<file path="config.mk">
export PLATFORM = sky130hd
export DESIGN_NAME = lsu_mem_ctrl
export DESIGN_NICKNAME = d
export VERILOG_FILES = /design/src/rtl/lsu_mem_ctrl_pkg.sv /design/src/rtl/lsu_mem_ctrl_load_align.sv /design/src/rtl/lsu_mem_ctrl.sv
export SDC_FILE = /design/constraint.sdc
export NUM_CORES = 1
export LEC_CHECK = 0
export BUFFER_PORTS_ARGS = -buffer_cell sky130_fd_sc_hd__buf_2
export CORE_ASPECT_RATIO = 0.5
export CORE_MARGIN = 10
export CORE_UTILIZATION = 47
export DETAILED_ROUTE_END_ITERATION = 16
export MAX_ROUTING_LAYER = met4
export PLACE_DENSITY = 0.77
export SYNTH_ARGS = -nofsm -noshare
export SYNTH_HDL_FRONTEND = slang
export SYNTH_HIERARCHICAL = 1
export SYNTH_SLANG_ARGS = --single-unit
</file>
<file path="constraint.sdc">
create_clock -name clk -period 2.25 [get_ports clk]
set_clock_uncertainty 0.1 [all_clocks]
set_input_delay 0.1125 -clock clk [delete_from_list [all_inputs] [get_ports clk]]
set_output_delay 0.1125 -clock clk [all_outputs]
set_load 0.05 [all_outputs]
</file>
<file path="src/rtl/lsu_mem_ctrl_pkg.sv">
// Shared types and opcode helpers for the load/store sequencer.
// Optional feature macro: LSU_MISALIGN_SPLIT_EN (consumed by lsu_mem_ctrl).
package lsu_mem_ctrl_pkg;

  typedef enum logic [1:0] {
    IDLE = 2'd0,
    ACC  = 2'd1,
    ACC2 = 2'd2,
    RESP = 2'd3
  } lsu_state_t;

  // funct3 encodings of the load/store size field
  localparam logic [2:0] F3_B  = 3'b000;
  localparam logic [2:0] F3_H  = 3'b001;
  localparam logic [2:0] F3_W  = 3'b010;
  localparam logic [2:0] F3_BU = 3'b100;
  localparam logic [2:0] F3_HU = 3'b101;

  function automatic logic [3:0] size_mask(input logic [2:0] op);
    case (op)
      F3_B, F3_BU: return 4'b0001;
      F3_H, F3_HU: return 4'b0011;
      F3_W:        return 4'b1111;
      default:     return 4'b0000;
    endcase
  endfunction

  // Unsigned variants exist only for loads.
  function automatic logic op_illegal(input logic [2:0] op, input logic write);
    case (op)
      F3_B, F3_H, F3_W: return 1'b0;
      F3_BU, F3_HU:     return write;
      default:          return 1'b1;
    endcase
  endfunction

  function automatic logic op_misaligned(input logic [2:0] op, input logic [1:0] off);
    case (op)
      F3_H, F3_HU: return off[0];
      F3_W:        return off != 2'b00;
      default:     return 1'b0;
    endcase
  endfunction

  function automatic logic [31:0] lane_mask(input logic [3:0] be);
    return {{8{be[3]}}, {8{be[2]}}, {8{be[1]}}, {8{be[0]}}};
  endfunction

endpackage

</file>
<file path="src/rtl/lsu_mem_ctrl_load_align.sv">
// Load lane select and sign/zero extension; hi_word carries the second word
// of a split access so bytes crossing the word boundary are merged first.
module lsu_load_align
  import lsu_mem_ctrl_pkg::*;
(
  input  logic [2:0]  op,
  input  logic [1:0]  off,
  input  logic [31:0] lo_word,
  input  logic [31:0] hi_word,
  output logic [31:0] data
);

  logic [31:0] raw;

  always_comb begin
    raw = 32'({hi_word, lo_word} >> {off, 3'b000});
    case (op)
      F3_B:    data = {{24{raw[7]}}, raw[7:0]};
      F3_H:    data = {{16{raw[15]}}, raw[15:0]};
      F3_BU:   data = {24'h0, raw[7:0]};
      F3_HU:   data = {16'h0, raw[15:0]};
      default: data = raw;
    endcase
  end

endmodule

</file>
<file path="src/rtl/lsu_mem_ctrl.sv">
// Load/store sequencer between execute stage and a variable-latency data port.
// Define LSU_MISALIGN_SPLIT_EN to split word-crossing accesses into two word accesses.
module lsu_mem_ctrl
  import lsu_mem_ctrl_pkg::*;
#(
  parameter int TIMEOUT_CYCLES = 16
) (
  input  logic        clk,
  input  logic        rst,
  input  logic        req_valid,
  output logic        req_ready,
  input  logic        req_write,
  input  logic [2:0]  lw_sw_op,
  input  logic [31:0] addr,
  input  logic [31:0] wdata,
  output logic        stall,
  output logic        resp_valid,
  output logic [31:0] resp_rdata,
  output logic        misalign_err,
  output logic        bus_err,
  output logic        mem_req,
  output logic [31:0] mem_addr,
  output logic [3:0]  mem_write_ctrl,
  output logic [31:0] mem_wdata,
  input  logic        mem_ack,
  input  logic [31:0] mem_rdata,
  output lsu_state_t  dbg_state
);

  localparam int CW = (TIMEOUT_CYCLES > 1) ? $clog2(TIMEOUT_CYCLES + 1) : 1;

  // Handshake: a request transfers on a rising edge where req_valid && req_ready;
  // req_ready is high only in IDLE, and every transfer yields exactly one resp_valid pulse.
  lsu_state_t     state;
  logic [2:0]     op_q;
  logic [1:0]     off_q;
  logic           write_q;
  logic           split_q;
  logic [3:0]     be_hi_q;
  logic [31:0]    wd_hi_q;
  logic [31:0]    rdata_lo_q;
  logic [CW-1:0]  tcnt;

  logic [7:0]     be_full;
  logic [63:0]    wd_full;
  logic [31:0]    wd_lo;
  logic [31:0]    wd_hi;
  logic           illegal;
  logic           misal;
  logic           reject;
  logic           crosses;
  logic           timeout_hit;
  logic [31:0]    align_lo;
  logic [31:0]    align_hi;
  logic [31:0]    load_data;

  assign be_full = {4'b0000, size_mask(lw_sw_op)} << addr[1:0];
  assign wd_full = {32'h0, wdata} << {addr[1:0], 3'b000};
  assign wd_lo   = wd_full[31:0]  & lane_mask(be_full[3:0]);
  assign wd_hi   = wd_full[63:32] & lane_mask(be_full[7:4]);
  assign illegal = op_illegal(lw_sw_op, req_write);
  assign misal   = op_misaligned(lw_sw_op, addr[1:0]);

`ifdef LSU_MISALIGN_SPLIT_EN
  assign reject  = illegal;
  assign crosses = misal & (|be_full[7:4]);
`else
  assign reject  = illegal | misal;
  assign crosses = 1'b0;
`endif

  assign timeout_hit = (TIMEOUT_CYCLES != 0) && (int'(tcnt) + 1 >= TIMEOUT_CYCLES);

  // During the second half the first word is already latched in rdata_lo_q.
  assign align_lo = (state == ACC2) ? rdata_lo_q : mem_rdata;
  assign align_hi = (state == ACC2) ? mem_rdata  : 32'h0;

  lsu_load_align u_align (
    .op      (op_q),
    .off     (off_q),
    .lo_word (align_lo),
    .hi_word (align_hi),
    .data    (load_data)
  );

  assign stall     = req_valid && !req_ready;
  assign dbg_state = state;

  always_ff @(posedge clk) begin
    if (rst) begin
      state          <= IDLE;
      req_ready      <= 1'b1;
      resp_valid     <= 1'b0;
      resp_rdata     <= 32'h0;
      misalign_err   <= 1'b0;
      bus_err        <= 1'b0;
      mem_req        <= 1'b0;
      mem_addr       <= 32'h0;
      mem_write_ctrl <= 4'h0;
      mem_wdata      <= 32'h0;
      op_q           <= F3_B;
      off_q          <= 2'b00;
      write_q        <= 1'b0;
      split_q        <= 1'b0;
      be_hi_q        <= 4'h0;
      wd_hi_q        <= 32'h0;
      rdata_lo_q     <= 32'h0;
      tcnt           <= '0;
    end else begin
      case (state)
        IDLE: begin
          if (req_valid && req_ready) begin
            req_ready      <= 1'b0;
            op_q           <= lw_sw_op;
            off_q          <= addr[1:0];
            write_q        <= req_write;
            split_q        <= crosses;
            mem_addr       <= {addr[31:2], 2'b00};
            mem_write_ctrl <= req_write ? be_full[3:0] : 4'h0;
            mem_wdata      <= req_write ? wd_lo : 32'h0;
            be_hi_q        <= req_write ? be_full[7:4] : 4'h0;
            wd_hi_q        <= req_write ? wd_hi : 32'h0;
            tcnt           <= '0;
            if (reject) begin
              state        <= RESP;
              resp_valid   <= 1'b1;
              misalign_err <= 1'b1;
              resp_rdata   <= 32'h0;
            end else begin
              state   <= ACC;
              mem_req <= 1'b1;
            end
          end
        end
        ACC, ACC2: begin
          if (mem_ack) begin
            if (state == ACC && split_q) begin
              // mem_req stays high; the port sees the next word immediately
              state          <= ACC2;
              rdata_lo_q     <= mem_rdata;
              mem_addr       <= mem_addr + 32'd4;
              mem_write_ctrl <= be_hi_q;
              mem_wdata      <= wd_hi_q;
              tcnt           <= '0;
            end else begin
              state      <= RESP;
              mem_req    <= 1'b0;
              resp_valid <= 1'b1;
              resp_rdata <= write_q ? 32'h0 : load_data;
            end
          end else if (timeout_hit) begin
            state      <= RESP;
            mem_req    <= 1'b0;
            resp_valid <= 1'b1;
            bus_err    <= 1'b1;
            resp_rdata <= 32'h0;
          end else if (TIMEOUT_CYCLES != 0) begin
            tcnt <= tcnt + 1'b1;
          end
        end
        RESP: begin
          state        <= IDLE;
          req_ready    <= 1'b1;
          resp_valid   <= 1'b0;
          misalign_err <= 1'b0;
          bus_err      <= 1'b0;
          resp_rdata   <= 32'h0;
        end
        default: state <= IDLE;
      endcase
    end
  end

endmodule
</file>
After elaboration in Yosys (flattened, before gate mapping):

Index checks and enable logic that the tools add are counted.

* memories: 0
* input bits: 104
* bits in latches: 0
* output and inout bits: 108
* bits in writable memories: 0
* bits in registers: 118
* ROM bits: 0

* $add $sub $neg: 2
* div/mod/pow operators: 0
* order comparisons: 1
* equal/unequal tests: 18
* multiplexer cells: 44
* bitwise operators: 3
* multiply operators: 0
* reductions and logical operators: 24
* shift operators: 3

Operator list (number)
* $mux 32: 12
* $pmux 32 s4: 1
* $pmux 32 s3: 1
* $shr 64x5->32: 1
* $and 32x32->32: 1
* $shl 32x5->32: 1
* $mux 5: 3
* $eq 3x3->1 const B: 4
* $mux 4: 3
* $ne 2x2->1 const B: 6
* $pmux 1 s2: 6
* $pmux 4 s3: 1
* $reduce_and 4->1: 3
* $mux 1: 10
* $pmux 5 s2: 1
* $reduce_and 3->1: 3
* $mux 2: 4
* $reduce_bool 2->1: 4
* $reduce_or 2->1: 4
* $add 5x1->6 const B: 1
* $eq 3x1->1 const B: 2
* $ge 6x5->1 const B: 1
* $logic_not 3->1: 2
* $ne 3x3->1 const B: 2
* 14 further kinds: 18

Depth between registers and ports, before layout:

Gate-level depths: netlist of run 1.

* depth after elaboration: 8
* gate-level depth with buffers: 11
* depth with buffers taken out: 8

Hierarchy:

Netlist of run 1, hierarchy kept.

By module, submodules not included
* lsu_mem_ctrl: cells each 634, instances 1, sequential area each 2322.2 um^2, area each 5630.4 um^2
* lsu_load_align: cells each 101, instances 1, sequential area each 0.0 um^2, area each 1119.8 um^2

Worst setup path after synthesis of run 1:

OpenSTA, ideal clock, no wires.

* kind: register to register
* start: register state[1] (netlist: dbg_state[1])
* end: register resp_rdata[21]
* period minus slack after synthesis: 2.830 ns
* stages on the path, launching flop included: 11
* data required time: 2.018 ns
* buffers on the path: 3
* setup slack: -0.580 ns
* data arrival time: 2.598 ns
* cells stage by stage: dfxtp_1 > ha_1 > clkbuf_1 > clkbuf_1 > nor2b_1 > mux4_2 > mux2i_4 > buf_6 > o21ai_1 > nand2_1 > mux2i_1

* word-level cells in the longest chain between the ends: 7
* elaborated cells between the ends (all ways): 16
* those cells by class: eq/ne (6); shift (1); mux (6); reduce/logical (3)

RTL lines
* start, declared: RTL line lsu_mem_ctrl.sv:34 `lsu_state_t state;`
* start signal, assigned: RTL line lsu_mem_ctrl.sv:91 `state <= IDLE;`
* start signal, assigned: RTL line lsu_mem_ctrl.sv:125 `state <= RESP;`
* start signal, assigned: RTL line lsu_mem_ctrl.sv:130 `state <= ACC;`
* $eq 2x2->1: RTL line lsu_mem_ctrl.sv:75 `assign align_lo = (state == ACC2) ? rdata_lo_q : mem_rdata;`
* $mux 32: RTL line lsu_mem_ctrl.sv:75
* net align_lo[15]: RTL line lsu_mem_ctrl.sv:53 `logic [31:0] align_lo;`
* $shr 64x5->32: RTL line lsu_mem_ctrl_load_align.sv:16 `raw = 32'({hi_word, lo_word} >> {off, 3'b000});`
* $pmux 32 s4: RTL line lsu_mem_ctrl_load_align.sv:17 `case (op)`
* net load_data[21]: RTL line lsu_mem_ctrl.sv:55 `logic [31:0] load_data;`
* $mux 32: RTL line lsu_mem_ctrl.sv:149 `resp_rdata <= write_q ? 32'h0 : load_data;`
* $mux 32: RTL line lsu_mem_ctrl.sv:136 `if (mem_ack) begin`
* $pmux 32 s3: RTL line lsu_mem_ctrl.sv:110 `case (state)`
* end signal, assigned: RTL line lsu_mem_ctrl.sv:149
* end, declared: RTL line lsu_mem_ctrl.sv:18 `output logic [31:0] resp_rdata,`

The timed path passes the listed nets, and every way through them passes these cells.
A chain may end at the register's enable or synchronous reset.

Final worst setup path of run 1:

* start: register state[0] (netlist: dbg_state[0])
* end: register resp_rdata[29]

The elaborated chain is that of the path after synthesis.

==> impl_metrics.ini, run 1 <==
[status]
run_status = finished clean

[setup_path]
timing.critical_path.slowest_cell_delay_ns = 0.51
timing.critical_path.fanout_max = 16
setup.reg_to_reg.worst_slack_ns = 0.13
setup.worst_path.end_class = register
crit_path_top_delay_cell = sky130_fd_sc_hd__mux4_2
kind_of_start_point_of_the_critical_path = register
crit_arrival_ns = 2.30
critPathKind = reg -> reg
worstReg2RegEnd = resp_rdata[29]
timing.critical_path.cells = inv_2, ha_2, nor2b_1, mux4_2, mux2i_4, buf_12, o21ai_1, nand2_1, mux2i_1
crit_required_ns = 2.44
r2r-start = dbg_state[0]
critPathTopFamily = multiplexers
timing.critical_path.buf_inv = 2
rr_worst_depth = 9

[global_route]
busiest_layer = met2
grt_antenna_before_repair = 2
track_usage = 0.2106
global_route_wire_length_before_repair_microns = 33410
global_route.usage.met3 = 0.04016
grt.overflow.total = 0
maximum_number_of_pins_on_one_net_before_global_route_repair = 51
met1_usage = 0.2419
grt_use_met2 = 0.3579
first_global_vias = 6531

[sta]
slew_violations = 0
hold_slack_ns = 0.01519
fmaxAchievable_mhz = 472.5
worstMarginPinSlew_ns = 0.7989
timing.final.crit_share = 0.9407
maxSlewHeadroom = 0.4638
timing.final.ws_setup_ns = 0.1335
post-route-min-period_ns = 2.117
rsz0062_at_grt = false
timing.final.setup_violations = 0
final_number_of_hold_violating_endpoints = 0

[clocking]
cts-htree-levels = 4
max-clock-path-buffers = 2
numCtsBuffers = 17
cts_tree = yes
cts_root_buffer = sky130_fd_sc_hd__clkbuf_16
clkSinkCount = 116
insertion_delay_ns = 0.41
postCtsSetupRepairBufs = 0
clk_pin_slew_ns = 0.05

[floorplanning]
fp.dieArea_sq_mm = 0.01972
core.rowCount = 30
die_y_microns = 104.4
initial_utilization = 0.4877
core-area_sq_mm = 0.01374
io_pins = 212
die_width_microns = 188.9

[hold_path]
hp_start = wdata[14]
timing.hold.worst_path_depth = 4
hold_end = mem_wdata[14]
holdCritPathClass = in -> reg

[place]
pre_cts_ws_ns = 0.1522
numPortBuffers = 209
dpl_cell_area_sq_mm = 0.007949
dpl.hpwl_microns = 14690
gp_weighted_congestion = 0.9257
placedCellCount = 1088

[routing]
vias_per_cell = 5.481
routed_wirelength_microns = 20710
drt-wirelength-per-cell_microns = 17.74
detail_route.first_pass.iterations = 5
remaining_drc_errors = 0
detail_route.iter0.violations = 484
ant_nets = 0
num_vias = 6396

[yosys]
count_of_mapped_cells_out_of_synthesis = 727
synth.avg_cell_area_sq_um = 9.216
number_of_warnings_issued_by_yosys = 6
syn-cell-area_sq_mm = 0.006700

[run]
maxCapViolations = 0

[cells_and_area]
finalNetCount = 1069
count_of_fill_cells_added_during_filler_insertion = 1129
postLayoutCellArea_sq_mm = 0.009051
layout-area-overhead-vs-synth_pct = 35.09
drive_above_1_share = 0.3467
final_cells = 1167
leading_cell_types_in_the_layout_fill_and_taps_excluded = sky130_fd_sc_hd__buf_2 (208), sky130_fd_sc_hd__nand2_1 (134), sky130_fd_sc_hd__dfxtp_1 (113)
layout_commonest_cell = sky130_fd_sc_hd__buf_2

[power]
ir_worst_vdd_mv = 0.5373
p_per_area_mw_per_mm2 = 1094
power.leakage_nw = 3.867
## metal layers
layer  part of all wire  vias to the layer above
li1                   -                     3050
met1               0.42                     3066
met2               0.50                      245
met3              0.057                       35
met4              0.023                        0
met5                  0                        -
## registers in the layout, indices dropped and copies added (netlist names)
signal and flops:
bus_err 1, mem_addr 30, tcnt 5, misalign_err 1, mem_write_ctrl 4, dbg_state 2, mem_req 1, req_ready 1
mem_wdata 32, write_q 1, resp_rdata 32, op_q 3, resp_valid 1, off_q 2
## worst reg2reg max path, delay by kind of cell, from the launching register on
kind,cells,cell delay [ns]
mux,3,0.77
buf+inv,2,0.23
compound gates,1,0.07
simple gates,2,0.22
flops,1,0.35
fa+ha+maj,1,0.26
## power breakdown
| group | internal [W] | switching (W) | leakage, nW |
|---|---|---|---|
| sequential | 0.00233 | 0.000195 | 0.941 |
| clock | 0.00195 | 0.000990 | 0.314 |
| combinational | 0.00170 | 0.00274 | 2.61 |
| total | 0.00598 | 0.00393 | 3.87 |
## worst max path at each step
stage                      start             end  depth (start not counted)
floorplan           dbg_state[0]  resp_rdata[21]                         11
global placement    dbg_state[0]  resp_rdata[24]                          9
detailed placement  dbg_state[0]  resp_rdata[24]                          9
CTS                 dbg_state[1]         tcnt[0]                          7
global route             tcnt[0]  resp_rdata[10]                          6
finish              dbg_state[0]  resp_rdata[29]                          9
## timing repair
action / in CTS / in global routing
hold buffers: 44 / 0
endpoints found under the hold margin: 44 / 0
setup endpoints to repair: 0 / 4
resized for setup: 0 / 2
## area by class of cell
| class | instances | area [sq um] | share of cell area |
|---|---|---|---|
| Antenna cell | 3 | 7.507 | 0.0008294 |
| Clock buffer | 21 | 470.5 | 0.05198 |
| Clock inverter | 11 | 172.7 | 0.01908 |
| Inverter | 5 | 18.77 | 0.002074 |
| Multi-Input combinational cell | 538 | 4024 | 0.4446 |
| Sequential cell | 116 | 2331 | 0.2575 |
| Tap cell | 192 | 240.2 | 0.02654 |
| Timing Repair Buffer | 281 | 1787 | 0.1974 |
## stage by stage
stage          power, W  TNS [ns]    util
2_1_floorplan  0.005917   -0.8158       -
3_3_place_gp   0.006798         0  0.5786
3_5_place_dp   0.006887         0  0.5786
4_1_cts        0.009918         0  0.6575
5_1_grt         0.01043         0  0.6587
6_report       0.009904         0  0.6588
(Power assumes the default switching activity.)
==> run 2, diff against run 1 <==
--- a/config.mk
+++ b/config.mk
@@ -8,10 +8,10 @@
 export BUFFER_PORTS_ARGS = -buffer_cell sky130_fd_sc_hd__buf_2
 export CORE_ASPECT_RATIO = 0.5
 export CORE_MARGIN = 10
-export CORE_UTILIZATION = 47
+export CORE_UTILIZATION = 56
 export DETAILED_ROUTE_END_ITERATION = 16
 export MAX_ROUTING_LAYER = met4
-export PLACE_DENSITY = 0.77
+export PLACE_DENSITY = 0.86
 export SYNTH_ARGS = -nofsm -noshare
 export SYNTH_HDL_FRONTEND = slang
 export SYNTH_HIERARCHICAL = 1
==> constraint.sdc (replaced) <==
create_clock -name clk -period 2.5 [get_ports clk]
set_clock_uncertainty 0.1 [all_clocks]
set_input_delay 0.125 -clock clk [delete_from_list [all_inputs] [get_ports clk]]
set_output_delay 0.125 -clock clk [all_outputs]
set_load 0.05 [all_outputs]
==> impl_metrics.ini, run 2 (synthesis results as in run 1) <==
[status]
run_status = finished clean

[floorplanning]
die_y_microns = 97.35
io_pins = 212
fp.dieArea_sq_mm = 0.01701
core-area_sq_mm = 0.01177
core.rowCount = 28
initial_utilization = 0.5692
die_width_microns = 174.7

[power]
power.leakage_nw = 3.809
total_power_w = 0.008638
p_per_area_mw_per_mm2 = 972.9
ir_worst_vdd_mv = 0.7255

[sta]
timing.final.crit_share = 0.9483
fmaxAchievable_mhz = 421.8
timing.final.setup_violations = 0
slew_violations = 0
post-route-min-period_ns = 2.371
maxSlewHeadroom = 0.4627
rsz0062_at_grt = false
finalSetupTns_ns = 0
final_number_of_hold_violating_endpoints = 0
worstMarginPinSlew_ns = 0.8006

[global_route]
global_route_wire_length_before_repair_microns = 33900
track_usage = 0.2476
maximum_number_of_pins_on_one_net_before_global_route_repair = 73
grt.overflow.total = 0
first_global_vias = 6657
grt_antenna_before_repair = 1

[clocking]
ctsResizeCount = 0
clkSinkCount = 116
cts_root_buffer = sky130_fd_sc_hd__clkbuf_16
max-clock-path-buffers = 2
cts-htree-levels = 4
clk_pin_slew_ns = 0.06
numCtsBuffers = 17
insertion_delay_ns = 0.40
cts_tree = yes

[setup_path]
setup.reg_to_reg.worst_slack_ns = 0.13
timing.critical_path.fanout_max = 9
crit_required_ns = 2.68
timing.critical_path.slowest_cell_delay_ns = 0.52
critPathKind = reg -> reg
kind_of_start_point_of_the_critical_path = register
timing.critical_path.cells = inv_1, ha_1, nor2b_1, mux4_2, mux2i_4, buf_4, o21ai_1, nand2_1, mux2i_1
setup.worst_path.end_class = register
crit_arrival_ns = 2.55
crit_path_top_delay_cell = sky130_fd_sc_hd__mux4_2

[hold_path]
holdCritPathClass = in -> reg

[cells_and_area]
largest_registers = mem_wdata: 32 flops, resp_rdata: 32 flops, mem_addr: 30 flops
leading_cell_types_in_the_layout_fill_and_taps_excluded = sky130_fd_sc_hd__buf_2 (208), sky130_fd_sc_hd__nand2_1 (134), sky130_fd_sc_hd__dfxtp_1 (113)
finalNetCount = 1065
layout_commonest_cell = sky130_fd_sc_hd__buf_2
layout-area-overhead-vs-synth_pct = 32.51
count_of_fill_cells_added_during_filler_insertion = 852
drive_above_1_share = 0.3382

[place]
numPortBuffers = 209
gp_weighted_congestion = 0.9349
dpl.hpwl_microns = 14340

[routing]
drt-wirelength-per-cell_microns = 18.67
detail_route.first_pass.iterations = 5
remaining_drc_errors = 0
vias_per_cell = 5.767
num_vias = 6534
detail_route.iter0.violations = 466
ant_nets = 0
routed_wirelength_microns = 21160

[run]
maxCapViolations = 0
[run 2: power breakdown]
part | total [W] | internal [W] | switching (W)
Sequential | 0.00227 | 0.00210 | 0.000174
Combinational | 0.00397 | 0.00147 | 0.00250
Clock | 0.00239 | 0.00147 | 0.000919
[run 2: layout make-up]
class	instances	area, sq um	share of cell area
Antenna cell	1	2.502	0.0002818
Clock inverter	14	152.6	0.01719
Clock buffer	17	425.4	0.04791
Tap cell	165	206.4	0.02325
Multi-Input combinational cell	538	4008	0.4514
Timing Repair Buffer	277	1734	0.1953
Sequential cell	116	2331	0.2625
Inverter	5	18.77	0.002114
[run 2: worst paths after layout]
kind                     start             end  depth (start not counted)
hold / removal       wdata[13]   mem_wdata[13]                          4
setup reg to reg  dbg_state[0]  resp_rdata[18]                          9
hold reg to reg   mem_addr[20]    mem_addr[20]                          2
setup / recovery  dbg_state[0]  resp_rdata[18]                          9
[run 2: timing repair]
action | in CTS | in global routing
hold endpoints to repair | 45 | 0
hold buffers | 45 | 0
setup endpoints to repair | 0 | 15
setup buffers | 0 | 4
[run 2: per-layer routing]
metal / share of wire / track usage
met4: 0.034 / 0.1095
met2: 0.51 / 0.4253
met5: 0 / -
met1: 0.38 / 0.2706
met3: 0.072 / 0.05702
[run 2: critical path, delay by kind of cell (launching register included)]
| kind | cells | cell delay [ns] |
|---|---|---|
| buf+inv | 2 | 0.33 |
| simple gates | 2 | 0.24 |
| fa+ha+maj | 1 | 0.33 |
| compound gates | 1 | 0.08 |
| mux | 3 | 0.82 |
| flops | 1 | 0.35 |
[run 2: metrics by stage]
stage / cells / setup WS, ns / utilization / instance area (sq um) / hold WS [ns]
floorplan: 728 / 0.01816 / - / 6715 / 0.1610
global placement: 1052 / 0.2276 / 0.6641 / 7818 / 0.2647
detailed placement: 1052 / 0.1187 / 0.6641 / 7818 / 0.2723
CTS: 1128 / 0.03796 / 0.7515 / 8846 / 0.02053
global route: 1133 / 0.02997 / 0.7543 / 8879 / 0.04862
finish: 1133 / 0.1292 / 0.7543 / 8879 / 0.02653
==> run 3, diff against run 2 <==
--- a/config.mk
+++ b/config.mk
@@ -5,13 +5,15 @@
 export SDC_FILE = /design/constraint.sdc
 export NUM_CORES = 1
 export LEC_CHECK = 0
+export ABC_AREA = 0
 export BUFFER_PORTS_ARGS = -buffer_cell sky130_fd_sc_hd__buf_2
 export CORE_ASPECT_RATIO = 0.5
 export CORE_MARGIN = 10
-export CORE_UTILIZATION = 56
+export CORE_UTILIZATION = 57
+export CTS_BUF_LIST = sky130_fd_sc_hd__clkbuf_8
 export DETAILED_ROUTE_END_ITERATION = 16
 export MAX_ROUTING_LAYER = met4
-export PLACE_DENSITY = 0.86
+export PLACE_DENSITY = 0.88
 export SYNTH_ARGS = -nofsm -noshare
 export SYNTH_HDL_FRONTEND = slang
 export SYNTH_HIERARCHICAL = 1
==> impl_metrics.ini, run 3 (synthesis results as in run 1) <==
[status]
run_status = finished clean

[clocking]
numCtsBuffers = 17
clkSinkCount = 116
ctsResizeCount = 0
clk_pin_slew_ns = 0.08
insertion_delay_ns = 0.43
cts-htree-levels = 4
cts_tree = yes
cts_root_buffer = sky130_fd_sc_hd__clkbuf_8
max-clock-path-buffers = 2

[floorplanning]
die_width_microns = 173.3
io_pins = 212
core-area_sq_mm = 0.01125
fp.dieArea_sq_mm = 0.01675
die_y_microns = 96.67
initial_utilization = 0.5956
core.rowCount = 27

[run]
maxCapViolations = 0

[cells_and_area]
layout-area-overhead-vs-synth_pct = 30.55
layout_commonest_cell = sky130_fd_sc_hd__buf_2
postLayoutCellArea_sq_mm = 0.008747
finalNetCount = 1069
drive_above_1_share = 0.3344
leading_cell_types_in_the_layout_fill_and_taps_excluded = sky130_fd_sc_hd__buf_2 (208), sky130_fd_sc_hd__nand2_1 (134), sky130_fd_sc_hd__dfxtp_1 (113)
largest_registers = mem_wdata: 32 flops, resp_rdata: 32 flops, mem_addr: 30 flops

[routing]
drt-wirelength-per-cell_microns = 19.44
vias_per_cell = 5.882
routed_wirelength_microns = 22050
detail_route.first_pass.iterations = 6
remaining_drc_errors = 0
num_vias = 6670
ant_nets = 0
detail_route.iter0.violations = 620

[power]
sw_frac_of_total = 0.4373
power_frac_seq = 0.283
ir_worst_vdd_mv = 0.5448
power_switching_w = 0.003503
power_frac_comb = 0.495
internal_power_w = 0.004508
power.leakage_nw = 3.747
total_power_w = 0.008012
part_of_the_total_power_dissipated_in_the_clock_network = 0.221
p_per_area_mw_per_mm2 = 915.9

[hold_path]
holdCritPathClass = in -> reg

[sta]
finalSetupTns_ns = 0
timing.final.setup_violations = 0
final_number_of_hold_violating_endpoints = 0
worstMarginPinSlew_ns = 0.7035
post-route-min-period_ns = 2.364
slew_violations = 0
timing.final.crit_share = 0.9457
maxSlewHeadroom = 0.5300
hold_slack_ns = 0.02494
rsz0062_at_grt = false
fmaxAchievable_mhz = 422.9

[global_route]
grt.overflow.total = 0
first_global_vias = 6737
met1_usage = 0.2821
track_usage = 0.2574
grt_antenna_before_repair = 3
global_route.usage.met3 = 0.06269
maximum_number_of_pins_on_one_net_before_global_route_repair = 67
global_route_wire_length_before_repair_microns = 34890
busiest_layer = met2
grt_use_met2 = 0.4282

[place]
dpl_cell_area_sq_mm = 0.007825
dpl.hpwl_microns = 14740
numPortBuffers = 209
gp_weighted_congestion = 0.8742

[setup_path]
critPathKind = reg -> reg
timing.critical_path.fanout_max = 14
kind_of_start_point_of_the_critical_path = register
crit_arrival_ns = 2.57
crit_required_ns = 2.71
setup.worst_path.end_class = register
-- run 3: cell count changes in the layout (fill, tap and decap cells not counted) --
cell / before / now
sky130_fd_sc_hd__clkbuf_8: 0 / 20
sky130_fd_sc_hd__clkbuf_16: 17 / 0
sky130_fd_sc_hd__dlygate4sd3_1: 45 / 51
sky130_fd_sc_hd__inv_6: 4 / 1
sky130_fd_sc_hd__buf_4: 19 / 17
sky130_fd_sc_hd__diode_2: 1 / 3
sky130_fd_sc_hd__clkinv_4: 3 / 2
sky130_fd_sc_hd__clkinvlp_4: 2 / 3
sky130_fd_sc_hd__inv_1: 5 / 6
-- run 3: worst paths after layout --
| path | from | to | slack [ns] | depth (start not counted) |
|---|---|---|---|---|
| setup / recovery | dbg_state[0] | resp_rdata[23] | 0.14 | 9 |
| hold / removal | wdata[10] | mem_wdata[18] | 0.02 | 4 |
| setup reg to reg | dbg_state[0] | resp_rdata[23] | 0.14 | 9 |
| hold reg to reg | mem_addr[21] | mem_addr[21] | 0.35 | 2 |
-- run 3: metal layers --
layer	routed length, microns	vias up
met5	0	-
met4	906	0
met3	1541	77
met2	11190	338
met1	8409	3204
li1	-	3051
-- run 3: power groups by stage --
stage | logic (W) | clock network (W) | registers [W]
floorplan | 0.00229 | 0 | 0.00300
global placement | 0.00375 | 0 | 0.00228
detailed placement | 0.00384 | 0 | 0.00230
CTS | 0.00392 | 0.00179 | 0.00226
global route | 0.00424 | 0.00186 | 0.00229
finish | 0.00397 | 0.00177 | 0.00227
-- run 3: critical path: stages (launching register included) --
cell                      delay, ns
sky130_fd_sc_hd__dfxtp_4       0.37
sky130_fd_sc_hd__inv_1         0.08
sky130_fd_sc_hd__ha_1          0.30
sky130_fd_sc_hd__and2_1        0.22
sky130_fd_sc_hd__mux4_2        0.51
sky130_fd_sc_hd__mux2i_4       0.18
sky130_fd_sc_hd__buf_4         0.23
sky130_fd_sc_hd__o21ai_0       0.11
sky130_fd_sc_hd__nand2_1       0.08
sky130_fd_sc_hd__mux2i_1       0.07
-- run 3: metrics by stage --
step,setup WS (ns),utilization,std cells
5_1_grt,0.02209,0.7776,1134
3_3_place_gp,0.2941,0.6956,1048
2_1_floorplan,0.01816,-,728
4_1_cts,0.1779,0.7769,1131
6_report,0.1356,0.7776,1134
3_5_place_dp,0.2034,0.6956,1048
-- run 3: timing repair --
item,CTS,global route
hold buffers,51,0
buffers inserted,0,0
hold endpoints to repair,54,0
-- run 3: final cells by class --
| type | instances | area [sq um] |
|---|---|---|
| clock buffers | 20 | 275.3 |
| fillers | 733 | 2502 |
| repair buffers | 281 | 1779 |
| well taps | 159 | 198.9 |
| clock inverters | 12 | 128.9 |
| flip-flops and latches | 116 | 2331 |
| inverters | 5 | 18.77 |
| diodes | 3 | 7.507 |
| multi-input cells | 538 | 4008 |
